**src/rtl/correlation_pkg.sv**
```systemverilog
// Shared definitions for the correlator datapath.
//
// Contents:
//   CORR_DATA_W  - sample width in bits.
//   CORR_TAPS    - correlator window length.
//   CORR_OUT_W   - width of the correlator result.
//   corr_state_e - window-feeder FSM encoding (FILL while the window is
//                  still filling, RUN once it has filled and windows are
//                  emitted at the stride rate).
package correlation_pkg;

  localparam int CORR_DATA_W = 4;
  localparam int CORR_TAPS   = 10;
  localparam int CORR_OUT_W  = 12;

  typedef enum logic {
    FILL = 1'b0,
    RUN  = 1'b1
  } corr_state_e;

endpackage : correlation_pkg

```
**src/rtl/correlation_tap_shift.sv**
```systemverilog
// TAPS x DATA_W shift register that holds the correlator window.
//
// Ports:
//   clock    - rising-edge clock.
//   reset    - asynchronous active-low reset; clears every tap.
//   clear    - synchronous clear of every tap; has priority over shift_en.
//   shift_en - shift the window by one sample this cycle.
//   sample   - sample that enters at the newest end of the window.
//   taps     - window contents; taps[0] is the oldest sample and
//              taps[TAPS-1] is the newest.
module correlation_tap_shift
  import correlation_pkg::*;
#(
  parameter int DATA_W = CORR_DATA_W,
  parameter int TAPS   = CORR_TAPS
) (
  input  logic                         clock,
  input  logic                         reset,
  input  logic                         clear,
  input  logic                         shift_en,
  input  logic [DATA_W-1:0]            sample,
  output logic [TAPS-1:0][DATA_W-1:0]  taps
);

  // NOTE: the taps sit in flops rather than a RAM, so they take the
  // asynchronous reset; the window must read as all zeros straight out of
  // reset, not just after TAPS samples have pushed the old contents out.
  always_ff @(posedge clock or negedge reset) begin
    if (!reset) begin
      taps <= '0;
    end else if (clear) begin
      taps <= '0;
    end else if (shift_en) begin
      // NOTE: non-blocking assignment, so every tap reads its neighbour's
      // pre-edge value and the whole window moves by exactly one place.
      taps <= {sample, taps[TAPS-1:1]};
    end
  end

endmodule : correlation_tap_shift

```
**src/rtl/correlation_window_feeder.sv**
```systemverilog
// Upstream stage of the 10-tap correlator. Turns a serial stream of samples
// (valid/ready) into a sliding window of the last TAPS samples, presented in
// parallel with a window-valid handshake. A window is only offered once the
// window has filled, then once every STRIDE new samples. Taps never change
// while an offered window is waiting to be taken.
//
// Ports:
//   clock      - rising-edge clock.
//   reset      - asynchronous active-low reset.
//   flush      - synchronous clear of window, counters and win_valid; wins
//                over a sample accepted in the same cycle.
//   in_sample  - serial input sample.
//   in_valid   - in_sample is valid.
//   in_ready   - a sample can be accepted this cycle.
//   x_0..x_9   - window taps, x_0 oldest and x_9 newest.
//   win_valid  - x_0..x_9 hold a complete window for the correlator.
//   win_ready  - correlator takes the window this cycle.
//   fill_count - number of valid samples in the window, saturates at TAPS.
module correlation_window_feeder
  import correlation_pkg::*;
#(
  parameter int DATA_W = CORR_DATA_W,
  parameter int TAPS   = CORR_TAPS,
  parameter int STRIDE = 1
) (
  input  logic                        clock,
  input  logic                        reset,
  input  logic                        flush,
  input  logic [DATA_W-1:0]           in_sample,
  input  logic                        in_valid,
  output logic                        in_ready,
  output logic [DATA_W-1:0]           x_0,
  output logic [DATA_W-1:0]           x_1,
  output logic [DATA_W-1:0]           x_2,
  output logic [DATA_W-1:0]           x_3,
  output logic [DATA_W-1:0]           x_4,
  output logic [DATA_W-1:0]           x_5,
  output logic [DATA_W-1:0]           x_6,
  output logic [DATA_W-1:0]           x_7,
  output logic [DATA_W-1:0]           x_8,
  output logic [DATA_W-1:0]           x_9,
  output logic                        win_valid,
  input  logic                        win_ready,
  output logic [$clog2(TAPS+1)-1:0]   fill_count
);

  localparam int CNT_W = $clog2(TAPS + 1);

  // The port list is hard-wired to ten taps.
  if (TAPS != 10) begin : g_bad_taps
    $error("correlation_window_feeder: TAPS must be 10");
  end
  if (STRIDE < 1 || STRIDE > TAPS) begin : g_bad_stride
    $error("correlation_window_feeder: STRIDE must be in 1..TAPS");
  end

  corr_state_e             state_q, state_d;
  logic [CNT_W-1:0]        fill_q, fill_d;
  logic [CNT_W-1:0]        stride_q, stride_d;
  logic                    win_valid_q, win_valid_d;
  logic                    accept;
  logic [TAPS-1:0][DATA_W-1:0] taps;

  // Backpressure only while an offered window is still untaken, so the taps
  // cannot move underneath the correlator.
  assign in_ready = ~(win_valid_q & ~win_ready);
  assign accept   = in_valid & in_ready;

  correlation_tap_shift #(
    .DATA_W (DATA_W),
    .TAPS   (TAPS)
  ) u_tap_shift (
    .clock    (clock),
    .reset    (reset),
    .clear    (flush),
    .shift_en (accept & ~flush),
    .sample   (in_sample),
    .taps     (taps)
  );

  always_ff @(posedge clock or negedge reset) begin
    if (!reset) begin
      state_q     <= FILL;
      fill_q      <= '0;
      stride_q    <= '0;
      win_valid_q <= 1'b0;
    end else begin
      state_q     <= state_d;
      fill_q      <= fill_d;
      stride_q    <= stride_d;
      win_valid_q <= win_valid_d;
    end
  end

  always_comb begin
    // NOTE: every output of this block gets a default before any branch, so
    // no path can leave one unassigned and infer a latch.
    state_d     = state_q;
    fill_d      = fill_q;
    stride_d    = stride_q;
    win_valid_d = win_valid_q;

    // A taken window drops win_valid unless the same edge completes the
    // next window; the assignments below then set it again.
    if (win_valid_q && win_ready) begin
      win_valid_d = 1'b0;
    end

    if (flush) begin
      state_d     = FILL;
      fill_d      = '0;
      stride_d    = '0;
      win_valid_d = 1'b0;
    end else if (accept) begin
      unique case (state_q)
        FILL: begin
          fill_d = fill_q + CNT_W'(1);
          if (fill_q == CNT_W'(TAPS - 1)) begin
            state_d     = RUN;
            stride_d    = '0;
            win_valid_d = 1'b1;
          end
        end
        RUN: begin
          // fill_count holds at TAPS; only the stride counter advances.
          if (stride_q == CNT_W'(STRIDE - 1)) begin
            stride_d    = '0;
            win_valid_d = 1'b1;
          end else begin
            stride_d = stride_q + CNT_W'(1);
          end
        end
        default: begin
          state_d = FILL;
        end
      endcase
    end
  end

  assign win_valid  = win_valid_q;
  assign fill_count = fill_q;

  assign x_0 = taps[0];
  assign x_1 = taps[1];
  assign x_2 = taps[2];
  assign x_3 = taps[3];
  assign x_4 = taps[4];
  assign x_5 = taps[5];
  assign x_6 = taps[6];
  assign x_7 = taps[7];
  assign x_8 = taps[8];
  assign x_9 = taps[9];

endmodule : correlation_window_feeder
```
**config.mk**
```make
export PLATFORM = sky130hd
export DESIGN_NAME = correlation_window_feeder
export DESIGN_NICKNAME = d
export VERILOG_FILES = /design/src/rtl/correlation_pkg.sv /design/src/rtl/correlation_tap_shift.sv /design/src/rtl/correlation_window_feeder.sv
export SDC_FILE = /design/constraint.sdc
export NUM_CORES = 1
export LEC_CHECK = 0
export CAP_MARGIN = 20
export CORE_MARGIN = 3
export CORE_UTILIZATION = 30
export DETAILED_ROUTE_END_ITERATION = 10
export GPL_TIMING_DRIVEN = 0
export PLACE_DENSITY = 0.52
export SLEW_MARGIN = 20
export SYNTH_ARGS = -nofsm -noshare
export SYNTH_HDL_FRONTEND = slang
export SYNTH_HIERARCHICAL = 1
export SYNTH_SLANG_ARGS = --single-unit
```
**constraint.sdc**
```tcl
create_clock -name clock -period 2.3 [get_ports clock]
set_clock_uncertainty 0.1 [all_clocks]
set_input_delay 0.69 -clock clock [delete_from_list [all_inputs] [get_ports clock]]
set_output_delay 0.69 -clock clock [all_outputs]
set_load 0.05 [all_outputs]
```
# --- Word-level counts from Yosys, hierarchy flattened ---
# Cells that the tools add are included.
word_totals:
  word_cells: 52
  in_bits: 9
  out_inout_bits: 46
  regBits: 50
classes:
  n_reduce_logical: 6
  mux: 20
  n_addsub: 2
  eq_ne: 3
  bitwise_logic: 7
op_table:
  columns: ["operator", "count"]
  rows:
  - ["$mux 40", 2]
  - ["$mux 4", 7]
  - ["$mux 1", 9]
  - ["$add 4x1->4 const B", 2]
  - ["$pmux 4 s2", 1]
  - ["$eq 4x4->1 const B", 1]
  - ["$logic_not 4->1", 1]
  - ["$not 1->1", 4]
  - ["$reduce_and 2->1", 2]
  - ["$reduce_bool 2->1", 2]
  - ["$and 1x1->1", 3]
  - ["$ne 3x3->1 const B", 1]
  - ["$ne 2x2->1 const B", 1]
  - ["$pmux 1 s2", 1]
  - ["$logic_and 1x1->1", 1]

# --- Logic depth before layout (Yosys ltp) ---
# Gate-level depths: netlist of run 1.
depth:
  ltp_word: 7
  mapped_depth: 7
  mapped_depth_nobuf: 6

# --- Cells and area by module ---
# Netlist of run 1, hierarchy kept.
by_module_without_submodules:
  columns: ["module", "cells_per_inst", "n_inst", "area_per_inst_um2", "seq_area_each_um2"]
  rows:
  - ["correlation_tap_shift", 129, 1, 1657.8, 1001.0]
  - ["correlation_window_feeder", 57, 1, 590.6, 250.2]

# --- Least setup slack after synthesis of run 1 ---
# No wires, ideal clock.
synth_path:
  kind: "input to register"
  start: "input port flush"
  end: "register u_tap_shift/taps[0] in the netlist's numbering"
  path_stages: 7
  slack_ns: 0.281
  setup_time_ns: 0.132
  t_required_ns: 2.068
  n_path_buf: 3
  arrival_time_ns: 1.787
  path_cell_list: "clkbuf_2 or3_4 inv_1 buf_6 buf_12 mux2i_1 nor2_1"
synth_between:
  elab_chain_cells: 3
  word_cells_on_any_way: 4
  cone_classes: "mux (1); bitwise (2); reduce/logical (1)"
synth_rtl:
  columns: ["item", "line_no", "source"]
  rows:
  - ["start, declared", "correlation_window_feeder.sv:28", "input logic flush,"]
  - ["$not 1->1", "correlation_window_feeder.sv:76", ".shift_en (accept & ~flush),"]
  - ["$and 1x1->1", "correlation_window_feeder.sv:76", null]
  - ["$reduce_bool 2->1 (no source line)", null, null]
  - ["end signal, assigned", "correlation_tap_shift.sv:36", "taps <= {sample, taps[TAPS-1:1]};"]
  - ["end, declared", "correlation_tap_shift.sv:22", "output logic [TAPS-1:0][DATA_W-1:0] taps"]
# Parallel ways exist; a longest one is shown, timed or not.
# A chain may end at the register's enable or synchronous reset.

# --- Worst setup path after layout of run 1 ---
layout_path:
  start: "register u_tap_shift/taps[6] in the netlist's numbering"
  end: "output port x_1[2]"
layout_lines:
  columns: ["item", "line_no", "source"]
  rows:
  - ["end, declared", "correlation_window_feeder.sv:33", "output logic [DATA_W-1:0] x_1,"]
# No word-level cell between the ends.

==> results of run 1 <==
[through the flow]
step	hold WS, ns	setup TNS (ns)	cells	area, um^2	power, uW
floorplan	0.294	0	186	2250	1020
global placement	0.402	-69.65	335	2900	1090
detailed placement	0.408	-12.73	335	2900	1090
CTS	0.334	0	344	2970	1620
global route	0.362	0	344	3020	1670
finish	0.308	0	344	3020	1590
[area by class of cell]
| class | count | area, um^2 |
|---|---|---|
| fill | 711 | 4000 |
| sequential | 50 | 1250 |
| multi-input combinational | 118 | 855 |
| timing repair buffer | 54 | 558 |
| tap | 96 | 120 |
| buffer | 11 | 116 |
| clock buffer | 6 | 82.6 |
| inverter | 7 | 26.3 |
| clock inverter | 2 | 12.5 |
[power by group]
part           total, uW  internal [uW]  switching, uW  leakage (uW)
Clock                532            242            290     0.0000472
Sequential           897            887           9.61      0.000695
Combinational        163           61.7            102       0.00103
[metal layers]
layer,up-vias,track usage (%),part of all wire [%]
met4,0,2.97,0.49
met2,42,16.0,43
met3,2,3.33,5.6
met5,-,0,0
met1,755,17.5,51
li1,742,-,-
[registers in the layout, indices dropped and copies added, names as in the netlist]
| name | cells |
|---|---|
| fill_count | 4 |
| state_q | 1 |
| stride_q | 4 |
| u_tap_shift/taps | 40 |
| win_valid | 1 |
[synthesized netlist by cell type (all sizes together), types with 2 or more instances]
| cell | instances |
|---|---|
| o211ai | 2 |
| clkbuf | 5 |
| nor2 | 46 |
| nand2b | 2 |
| a211oi | 2 |
| nor2b | 2 |
| nand3 | 2 |
| buf | 6 |
| xnor2 | 4 |
| ha | 4 |
| inv | 7 |
| a21oi | 2 |
| mux2i | 40 |
| dfrtp | 50 |
[repair_timing]
action / CTS / global route
setup endpoints to repair: 24 / 58
hold buffers: 0 / 0
gates resized for setup: 33 / 19
setup buffers: 1 / 0
[cells in the final DEF, fill, tap and decap left out, types with 2 or more instances in the layout]
master           instances
clkdlybuf4s50_1          8
clkbuf_8                 6
clkbuf_1                 4
inv_2                    2
dfrtp_1                 50
nand2b_1                 2
a21oi_1                  2
xnor2_1                  4
nor2_1                  46
buf_12                   4
mux2i_1                 40
buf_4                    2
inv_1                    5
ha_1                     4
o211ai_1                 2
dlygate4sd2_1           24
dlymetal6s2s_1          19
nand3_1                  2
[logic make-up after synthesis]
logic type / after synthesis / synth area share [%]
and+or+nand+nor: 59 / 12.6
DFF: 50 / 55.6
muxes: 41 / 18.3
buffers and inverters: 18 / 6.34
AOI/OAI and AO/OA: 10 / 3.34
xor gates and xnor gates: 4 / 1.56
adders and majority gates: 4 / 2.23
[path summary, 6_finish.rpt]
kind	from	end	cells after the start
min	reset	u_tap_shift/taps[1]$_DFFE_PN0P_	1
max reg2reg	win_valid$_DFF_PN0_	u_tap_shift/taps[15]$_DFFE_PN0P_	8
max	u_tap_shift/taps[6]$_DFFE_PN0P_	x_1[2]	1
min reg2reg	u_tap_shift/taps[1]$_DFFE_PN0P_	u_tap_shift/taps[1]$_DFFE_PN0P_	2
min in group clock	u_tap_shift/taps[1]$_DFFE_PN0P_	u_tap_shift/taps[1]$_DFFE_PN0P_	2
max in group asynchronous	reset	u_tap_shift/taps[7]$_DFFE_PN0P_	1
==> metrics, run 1 <==
initial antenna violation count=0; Final Max Tran Viols=0; worst reg2reg setup slack=0.42 ns; #FFs+latches synth=50; layout cell share with drive strength beyond 1=10.9%; delay of the slowest cell on the worst path=0.81 ns; syn_area_per_cell=12.1 um^2; first-pass GRT wire length=8060 um; Worst Path Arrival=1.47 ns; final core occ=43.0%; Max FO, Critical Path=3; starting density of the core=32.0%; DRT iter0 DRCs=50; Crit Path Class=register to primary output; crit share post-route=98.3%; share of flip-flops with an asynchronous set or reset=100%; DRC Markers=0; critical-path cell list=clkdlybuf4s50_1; delay-heaviest family, CP=buffers and inverters; routability cong.=0.688; clock tree sinks=50; outcome=completed; # IOs=55; CTS Buf Count=5; Max-Cap Viols=0; Synth Instances=186; Row Count=30; Unique masters post-synth=32; Final setup viols=0; Worst-path clk slew=0.09 ns; unrepaired setup endpoints after global routing=no; dominant cells by area after synthesis=dfrtp_1, mux2i_1, nor2_1; port buffer count=53; via count=1541; Post-Syn Nets=199; Routed WL=4700 um; final hold vios=0; CP Buf/Inv Count=1; Hold Path Class=primary input to async pin; grt total ovfl=0; Vias/cell=4.48; Root Buffer=clkbuf_8; Core Region=7020 um^2; worst slew pin tran=0.638 ns; sequential cell area fraction in the yosys report=55.6%; Critical Path Start Type=register; Post-synth EDFFs=0; die area=8570 um^2; TritonCTS clock tree=done; Critical Path End Type=primary output; largest net degree at the start of global routing=51; VDD IR max=0.246 mV; Slew HR=57.5%; PD cells=527 nW/um^2; Skew-Pair Late Insertion Delay=0.29 ns; worst setup margin=0.0382 ns; highest-delay cell along the critical path=clkdlybuf4s50_1; area share of the largest cell type after synthesis=55.6%; antenna-violating nets left=0; post-DP HPWL=3180 um; Avg WL per Cell=13.7 um; nets@finish=260; Layout area overhead=34.4%; chip width=92.6 um; synth warn=6; gr usage total=11.6%; Max clock buf depth=2; pre-CTS WS=-0.737 ns; CTS H-tree lvls=2; first-pass iteration count of the detailed router=3; prevailing post-synth register cell=dfrtp_1; Diodes inserted=0; synthesized area=2250 um^2; Tmin final=2.26 ns; Chip Height=92.6 um; Lkg Pwr=0.00178 uW; CP required=1.51 ns; number of global-route vias before repair=1584; largest area contributor in the netlist=dfrtp_1; fmax=442 MHz
Power figures use the tool's default switching activity.
==> inputs of run 2 (changes only) <==
--- a/config.mk
+++ b/config.mk
@@ -6,11 +6,13 @@
 export NUM_CORES = 1
 export LEC_CHECK = 0
 export CAP_MARGIN = 20
+export CORE_ASPECT_RATIO = 0.75
 export CORE_MARGIN = 3
 export CORE_UTILIZATION = 30
 export DETAILED_ROUTE_END_ITERATION = 10
 export GPL_TIMING_DRIVEN = 0
 export PLACE_DENSITY = 0.52
+export RECOVER_POWER = 50
 export SLEW_MARGIN = 20
 export SYNTH_ARGS = -nofsm -noshare
 export SYNTH_HDL_FRONTEND = slang
==> run 2 against run 1 <==
- die area up 0.13%
- clock power up 20%
- combinational power down 4%
- core utilization down 1.9 points
- total power up 6.4%
- largest cell class unchanged
- largest power group unchanged
- highest routed layer unchanged
==> metrics, run 2 (synthesis gave the netlist of run 1 again) <==
outcome=completed (unchanged); Slew HR=16.5% (was 57.5%); Tmin final=2.24 ns (was 2.26 ns); Core Region=7030 um^2 (was 7020 um^2); PD cells=586 nW/um^2 (was 527 nW/um^2); Hold Buf Count CTS=0 (unchanged); via count=1518 (was 1541); total power=1690 uW (was 1590 uW); Storage cell area=1250 um^2 (unchanged); die area=8580 um^2 (was 8570 um^2); Row Count=26 (was 30); Lkg Pwr=0.00148 uW (was 0.00178 uW); layout cell share with drive strength beyond 1=9.27% (was 10.9%); combinational power share=9.2% (was 10.3%); worst setup margin=0.0560 ns (was 0.0382 ns); largest net degree at the start of global routing=51 (unchanged); TritonCTS clock tree=done (unchanged); # IOs=55 (unchanged); pre-CTS WS=-0.711 ns (was -0.737 ns); Critical Path End Type=primary output (unchanged); starting density of the core=32.0% (about the same); crit path capture=x_0[0] (was x_1[2]); Crit Path Class=register to primary output (unchanged); final design area excluding fillers=2890 um^2 (was 3020 um^2); worst slew pin tran=1.25 ns (was 0.638 ns); Max FO, Critical Path=2 (was 3); critical-path cell list=clkdlybuf4s50_1 (unchanged); sw frac=24.8% (was 25.2%); fill count=744 (was 711); CTS H-tree lvls=2 (unchanged); area post-placement=2900 um^2 (about the same); first-pass GRT wire length=7940 um (was 8060 um); Layout area overhead=28.5% (was 34.4%); VDD IR max=0.225 mV (was 0.246 mV); Clk pwr share=37.8% (was 33.4%); Avg WL per Cell=13.7 um (about the same); reg-to-reg endpoint=u_tap_shift/taps[30]$_DFFE_PN0P_ (was u_tap_shift/taps[15]$_DFFE_PN0P_); Chip Height=81.0 um (was 92.6 um); fmax=446 MHz (was 442 MHz); Worst Path Arrival=1.45 ns (was 1.47 ns); CP Buf/Inv Count=1 (unchanged); cell depth of the worst setup path=1 (unchanged); routability cong.=0.749 (was 0.688); delay of the slowest cell on the worst path=0.80 ns (was 0.81 ns); post-DP HPWL=3260 um (was 3180 um); worst reg2reg setup slack=0.25 ns (was 0.42 ns); most frequent cells in the layout=dfrtp_1, nor2_1, mux2i_1, dlygate4sd2_1, clkbuf_1 (was dfrtp_1, nor2_1, mux2i_1, dlygate4sd2_1, dlymetal6s2s_1); Routed WL=4760 um (was 4700 um); CP required=1.51 ns (about the same); port buffer count=53 (unchanged); chip width=106 um (was 92.6 um); CTS Buf Count=5 (unchanged); final core occ=41.1% (was 43.0%); highest-delay cell along the critical path=clkdlybuf4s50_1 (unchanged); CP Launch Point=u_tap_shift/taps[0]$_DFFE_PN0P_ (was u_tap_shift/taps[6]$_DFFE_PN0P_); first-pass iteration count of the detailed router=5 (was 3); crit share post-route=97.6% (was 98.3%); Largest register FFs=40 (unchanged); Reg power frac=52.9% (was 56.3%); initial antenna violation count=0 (unchanged); DRC Markers=0 (unchanged); commonest non-fill, non-tap cell in the layout=dfrtp_1 (unchanged); number of global-route vias before repair=1538 (was 1584); R2R Path Start=win_valid$_DFF_PN0_ (unchanged); nets@finish=260 (unchanged); clock tree sinks=50 (unchanged); gr usage total=11.8% (was 11.6%); delay-heaviest family, CP=buffers and inverters (unchanged); Final setup viols=0 (unchanged); unrepaired setup endpoints after global routing=no (unchanged); Diodes inserted=0 (unchanged); Final Max Tran Viols=0 (unchanged); Worst-path clk slew=0.10 ns (was 0.09 ns); largest register by flop count=u_tap_shift/taps (unchanged); Skew-Pair Late Insertion Delay=0.31 ns (was 0.29 ns); Hold Path Class=register to register (was primary input to async pin); Worst Reg2Reg Path Length in Cells=8 (unchanged); Vias/cell=4.39 (was 4.48); Root Buffer=clkbuf_8 (unchanged); grt total ovfl=0 (unchanged); Pint=1270 uW (was 1190 uW); DRT iter0 DRCs=63 (was 50); Critical Path Start Type=register (unchanged); antenna-violating nets left=0 (unchanged); final hold vios=0 (unchanged); Max-Cap Viols=0 (unchanged); Net Switching=421 uW (was 401 uW); multi-input logic area=830 um^2 (was 855 um^2); Max clock buf depth=2 (unchanged)
run 2: changes by cell type in the layout (fill, tap and decap cells not counted), sizes merged:
cell	delta
dlygate4sd2	+11
clkinvlp	-1
inv	+1
buf	-1
bufinv	+1
clkdlybuf4s50	-1
clkbuf	+8
dlymetal6s2s	-18
run 2: area by class of cell:
class                           count  area share (%)
Buffer                             11            3.51
Clock buffer                        5            2.38
Clock inverter                      3            1.65
Inverter                            7           0.909
Multi-Input combinational cell    118            28.7
Sequential cell                    50            43.3
Tap cell                           98            4.24
Timing Repair Buffer               54            15.3
run 2: repair_timing:
| item | CTS | global route |
|---|---|---|
| buffers inserted | 1 | 0 |
| cloned | 0 | 0 |
| resized for setup | 43 | 9 |
| endpoints found under the hold margin | 0 | 0 |
| endpoints found under the setup margin | 35 | 46 |
run 2: how the worst min path moves through the flow:
stage                                          from                         endpoint  slack [ns]  cells past startpoint
CTS                                           reset  u_tap_shift/taps[9]$_DFFE_PN0P_        0.32                      1
finish              u_tap_shift/taps[0]$_DFFE_PN0P_  u_tap_shift/taps[0]$_DFFE_PN0P_        0.43                      2
detailed placement  u_tap_shift/taps[0]$_DFFE_PN0P_  u_tap_shift/taps[0]$_DFFE_PN0P_        0.41                      2
global placement    u_tap_shift/taps[3]$_DFFE_PN0P_  u_tap_shift/taps[3]$_DFFE_PN0P_        0.40                      2
floorplan                                     reset        fill_count[0]$_DFFE_PN0P_        0.29                      0
global route        u_tap_shift/taps[0]$_DFFE_PN0P_  u_tap_shift/taps[0]$_DFFE_PN0P_        0.46                      2
run 2: power by group through the flow:
stage                     clock (uW)  combinational, uW  sequential [uW]
after floorplan                    0               76.7              945
after global placement             0                173              915
after detailed placement           0                173              915
after CTS                        665                168              897
after global routing             700                171              899
final                            641                156              897
run 2: per-stage QoR:
stage                     hold slack (ns)  instances  TNS [ns]
after CTS                           0.322        346         0
after global routing                0.460        346         0
after detailed placement            0.409        337    -12.21
after floorplan                     0.294        186         0
final                               0.426        346         0
after global placement              0.400        337    -69.69
run 2: layer usage:
metal | wire length, um | global-route usage (%) | vias to the layer above
met1 | 2460 | 17.2 | 729
met2 | 1980 | 16.5 | 43
met3 | 267 | 3.26 | 4
met5 | 0 | 0 | -
li1 | - | - | 742
met4 | 55 | 4.27 | 0
